<file path="src/rtl/b01_host.sv">
// Host side of a bit-serial adder link: frames 4-bit operand pairs out LSB first,
// reassembles the returned sum/carry and flags any mismatch against a local reference.
module b01_host (
  input  logic       clock,
  input  logic       reset,
  input  logic [3:0] A,
  input  logic [3:0] B,
  input  logic       IN_VALID,
  output logic       IN_READY,
  output logic       LINE1,
  output logic       LINE2,
  input  logic       OUTP,
  input  logic       OVERFLW,
  output logic       RES_VALID,
  output logic [3:0] SUM,
  output logic       OVF,
  output logic       ERR
);

  localparam int DATA_W = 4;

  function automatic logic [DATA_W:0] ref_add(input logic [DATA_W-1:0] a,
                                              input logic [DATA_W-1:0] b);
    return {1'b0, a} + {1'b0, b};
  endfunction

  logic [1:0]        ph;
  logic              frame_end;
  logic              accept;

  logic              vld_p0;
  logic [DATA_W-1:0] a_p0;
  logic [DATA_W-1:0] b_p0;
  logic [DATA_W:0]   ref_p0;

  logic              vld_p1;
  logic [DATA_W-2:0] sh_a_p1;
  logic [DATA_W-2:0] sh_b_p1;
  logic [DATA_W-1:0] sum_p1;
  logic              cy_p1;

  logic              vld_p2;
  logic [DATA_W-1:0] sum_p2;
  logic              cy_p2;

  logic [DATA_W-1:0] rx;
  logic [1:0]        rx_idx;

  assign frame_end = (ph == 2'd3);
  assign IN_READY  = !vld_p0 || frame_end;
  assign accept    = IN_VALID && IN_READY;
  assign ref_p0    = ref_add(a_p0, b_p0);
  // Sum bit p arrives one phase after it was sent, so it lands in slot ph-1.
  assign rx_idx    = ph - 2'd1;

  always_ff @(posedge clock or posedge reset) begin
    if (reset) begin
      ph <= 2'd0;
    end else begin
      ph <= ph + 2'd1;
    end
  end

  // Stage p0: one-deep hold buffer, drained into the shifter at every frame end
  always_ff @(posedge clock or posedge reset) begin
    if (reset) begin
      vld_p0 <= 1'b0;
      a_p0   <= '0;
      b_p0   <= '0;
    end else if (frame_end) begin
      vld_p0 <= accept;
      if (accept) begin
        a_p0 <= A;
        b_p0 <= B;
      end
    end else if (accept) begin
      vld_p0 <= 1'b1;
      a_p0   <= A;
      b_p0   <= B;
    end
  end

  // Stage p1: transmit shifter and the word currently on the lines
  always_ff @(posedge clock or posedge reset) begin
    if (reset) begin
      vld_p1  <= 1'b0;
      sh_a_p1 <= '0;
      sh_b_p1 <= '0;
      sum_p1  <= '0;
      cy_p1   <= 1'b0;
      LINE1   <= 1'b0;
      LINE2   <= 1'b0;
    end else if (frame_end) begin
      vld_p1 <= vld_p0;
      if (vld_p0) begin
        LINE1   <= a_p0[0];
        LINE2   <= b_p0[0];
        sh_a_p1 <= a_p0[DATA_W-1:1];
        sh_b_p1 <= b_p0[DATA_W-1:1];
        sum_p1  <= ref_p0[DATA_W-1:0];
        cy_p1   <= ref_p0[DATA_W];
      end else begin
        LINE1   <= 1'b0;
        LINE2   <= 1'b0;
        sh_a_p1 <= '0;
        sh_b_p1 <= '0;
        sum_p1  <= '0;
        cy_p1   <= 1'b0;
      end
    end else begin
      LINE1   <= sh_a_p1[0];
      LINE2   <= sh_b_p1[0];
      sh_a_p1 <= {1'b0, sh_a_p1[DATA_W-2:1]};
      sh_b_p1 <= {1'b0, sh_b_p1[DATA_W-2:1]};
    end
  end

  // Stage p2: word whose bits are still returning from the peer
  always_ff @(posedge clock or posedge reset) begin
    if (reset) begin
      vld_p2 <= 1'b0;
      sum_p2 <= '0;
      cy_p2  <= 1'b0;
    end else if (frame_end) begin
      vld_p2 <= vld_p1;
      sum_p2 <= sum_p1;
      cy_p2  <= cy_p1;
    end
  end

  always_ff @(posedge clock or posedge reset) begin
    if (reset) begin
      rx <= '0;
    end else begin
      rx[rx_idx] <= OUTP;
    end
  end

  // Result: all four sum bits and the carry are in hand at the edge ending ph 1
  always_ff @(posedge clock or posedge reset) begin
    if (reset) begin
      RES_VALID <= 1'b0;
      SUM       <= '0;
      OVF       <= 1'b0;
      ERR       <= 1'b0;
    end else if (ph == 2'd1 && vld_p2) begin
      RES_VALID <= 1'b1;
      SUM       <= rx;
      OVF       <= OVERFLW;
      ERR       <= ({OVERFLW, rx} != {cy_p2, sum_p2});
    end else begin
      RES_VALID <= 1'b0;
    end
  end

endmodule

</file>
<file path="config.mk">
export PLATFORM = sky130hd
export DESIGN_NAME = b01_host
export DESIGN_NICKNAME = d
export VERILOG_FILES = /design/src/rtl/b01_host.sv
export SDC_FILE = /design/constraint.sdc
export NUM_CORES = 1
export LEC_CHECK = 0
export ABC_AREA = 1
export CORE_ASPECT_RATIO = 1.75
export CORE_MARGIN = 3
export CORE_UTILIZATION = 45
export CTS_BUF_LIST = sky130_fd_sc_hd__clkbuf_16
export DETAILED_ROUTE_END_ITERATION = 6
export GPL_TIMING_DRIVEN = 0
export PLACE_DENSITY = 0.64
export SYNTH_ARGS = -nofsm -noshare
export SYNTH_HDL_FRONTEND = slang
export SYNTH_SLANG_ARGS = --single-unit
</file>
<file path="constraint.sdc">
create_clock -name clock -period 3.3 [get_ports clock]
set_clock_uncertainty 0.2 [all_clocks]
set_input_delay 0.825 -clock clock [delete_from_list [all_inputs] [get_ports clock]]
set_output_delay 0.825 -clock clock [all_outputs]
set_load 0.01 [all_outputs]
</file>
==> metrics.md <==
| Metric | Value |
|---|---|
| Clock transition at the registers of the reported paths | `0.06 ns` |
| Post-CTS setup buffers | `0` |
| Critical path fanouts, max | `6` |
| DRC | `0` |
| Starting Density | `46.83%` |
| CTS tree | `yes` |
| Detailed Routing Iterations Pass 1 | `4` |
| Yosys cell types | `18` |
| Leak Pwr | `1.133 nW` |
| Met3 GRT Util | `4.463%` |
| I/O pin count | `23` |
| Met2 Usage GRT | `28.50%` |
| Core ar. | `3904 um2` |
| Unrepaired setup endpoints after global routing | `no` |
| Synthesized cell area | `1828 um2` |
| ANT cells | `0` |
| Dpl ws | `0.8285 ns` |
| DRT antenna net count | `0` |
| Wire per inst | `12.63 um` |
| Critical path class | `flop to output port` |
| Power per cell area | `609.0 nW/um2` |
| Met1 usage | `17.07%` |
| Startpoint Class | `flop` |
| Fillers | `357` |
| Root Buffer | `clkbuf_16` |
| Die Y | `90.32 um` |
| Total nets after synthesis | `217` |
| Via density | `4.868` |
| Final setup violation count | `0` |
| Commonest non-fill, non-tap cell in the layout | `nand2_1` |
| Max-slew violation count | `0` |
| Most frequent cells in the layout | `nand2_1 (53), dfrtp_1 (42), inv_1 (27), o21ai_0 (24), clkdlybuf4s50_1 (22)` |
| H-tree depth | `2` |
| I/O Buffers | `22` |
| Post-DP HPWL | `2607 um` |
| GR peak layer | `met2` |
| Max_slew headroom | `43.96%` |
| # resized after CTS | `0` |
| Hold WC Path Type | `flop to flop` |
| Final period util | `83.35%` |
| First-pass GRT wire length | `5892 um` |
| Layout area overhead | `24.37%` |
| Ratio of cells with drive above 1 in the final layout | `10.27%` |
| Worst slew pin tran | `0.8394 ns` |
| Crit path capture type | `output port` |
| Sequential fraction of the synthesis area | `57.49%` |
| Status | `finished clean` |
| Total gr overflow | `0` |
| Area fraction of the dominant cell type after synthesis | `57.49%` |
| Peak VDD IR | `490.1 uV` |
| Clk_lat worst skew | `0.28 ns` |
| Num CTS Buffers | `5` |
| Minimum clock period | `2.750 ns` |
| Setup TNS | `0 ns` |
| Fmax | `363.6 MHz` |
| Final estimated routing congestion in global placement | `0.8572` |
| Antenna violations before repair | `0` |
| Die footprint | `4893 um2` |
| Reg area | `1051 um2` |
| Synth warnings | `0` |
| Fin. Hold Viols | `0` |
| Initial DRC count | `25` |
| Critical Path RT | `2.27 ns` |
| Worst Path Arrival | `1.73 ns` |
| Area leader, netlist | `dfrtp_1` |
| Max cap viols | `0` |
| Clock Sinks | `42` |
| Fin nets | `246` |
| Pin count of the biggest net entering global routing | `43` |
| Hold-fix buffers at CTS | `0` |
| Clock tree buffer depth | `2` |
| Vias in the first global route | `1342` |
| Gr usage total | `16.57%` |
| Mapped Cells | `194` |
| Cell Rows | `30` |
| Via count | `1324` |
| Final Worst Setup Slack | `0.5496 ns` |
| Die width | `54.18 um` |
| Area of the multi-input gates | `640.6 um2` |
| Mean Syn Cell Area | `9.423 um2` |
| Total wire length | `3436 um` |
| Yosys reg bits | `42` |
| Dominant cells by area after synthesis | `dfrtp_1 (57%), nand2_1 (11%), o21ai_0 (6.6%)` |
-- critical path: stages (launching register included) --
cell and delay (ns):
dfrtp_1 0.40, ha_1 0.31, inv_2 0.11, nand2_4 0.09, clkdlybuf4s50_1 0.54
-- Yosys cell counts (all sizes together) --
cell	count
fa	1
dfrtp	42
inv	29
a21oi	9
or2	1
a22o	2
nand2	55
clkbuf	3
nor2	13
ha	9
nand3	4
o21ai	24
buf	2
-- through the flow --
| step | std cells | util (%) | area, um2 | hold WS (ns) | total power [mW] |
|---|---|---|---|---|---|
| after detailed placement | 264 | 54.01 | 2108 | 0.2437 | 0.8486 |
| final | 272 | 58.24 | 2273 | 0.2535 | 1.385 |
| after floorplan | 194 | - | 1828 | 0.2296 | 0.7637 |
| after global routing | 272 | 58.24 | 2273 | 0.2819 | 1.460 |
| after global placement | 264 | 54.01 | 2108 | 0.2386 | 0.8353 |
| after CTS | 272 | 58.24 | 2273 | 0.2567 | 1.398 |
-- power by group --
part	switching, mW	internal (mW)	total, mW
clock	0.194	0.354	0.547
combinational	0.114	0.0959	0.210
sequential	0.0382	0.589	0.627
-- kinds of logic after synthesis --
logic type      count (synthesis)  share of synthesized area [%]
simple gates                   73                          16.36
flops                          42                          57.49
compound gates                 35                          11.43
buf+inv                        34                          7.460
fa+ha+maj                      10                          7.255
-- routing by layer --
metal	part of all wire [%]	routed length [um]	vias up
met5	0	0	-
met4	3.7	127	0
met3	3.9	133	9
met2	56	1936	25
met1	36	1239	631
li1	-	-	659
-- area by class of cell --
| cell class | instances | area share, % |
|---|---|---|
| Timing Repair Buffer | 22 | 9.686 |
| Buffer | 5 | 1.211 |
| Sequential cell | 42 | 46.23 |
| Tap cell | 48 | 2.642 |
| Clock inverter | 3 | 1.761 |
| Clock buffer | 5 | 5.504 |
| Multi-Input combinational cell | 118 | 28.18 |
| Inverter | 29 | 4.788 |
-- state kept, by name, summed over array words and instances, names as in the netlist --
name       flops
rx             4
LINE2          1
vld_p0         1
sum_p2         4
b_p0           4
cy_p1          1
LINE1          1
a_p0           4
OVF            1
ph             2
cy_p2          1
RES_VALID      1
vld_p1         1
sh_b_p1        3
SUM            4
vld_p2         1
ERR            1
sum_p1         4
sh_a_p1        3
-- worst paths after layout --
path	slack, ns	to	from	cells after the start
max	0.55	IN_READY	ph[0]	4
min	0.25	sh_b_p1[1]	sh_b_p1[2]	2
max reg2reg	1.61	cy_p1	b_p0[0]	8
min reg2reg	0.25	sh_b_p1[1]	sh_b_p1[2]	2
max in group asynchronous	1.54	b_p0[3]	reset	2
min in group asynchronous	0.83	vld_p0	reset	2
Power figures use the tool's default switching activity.
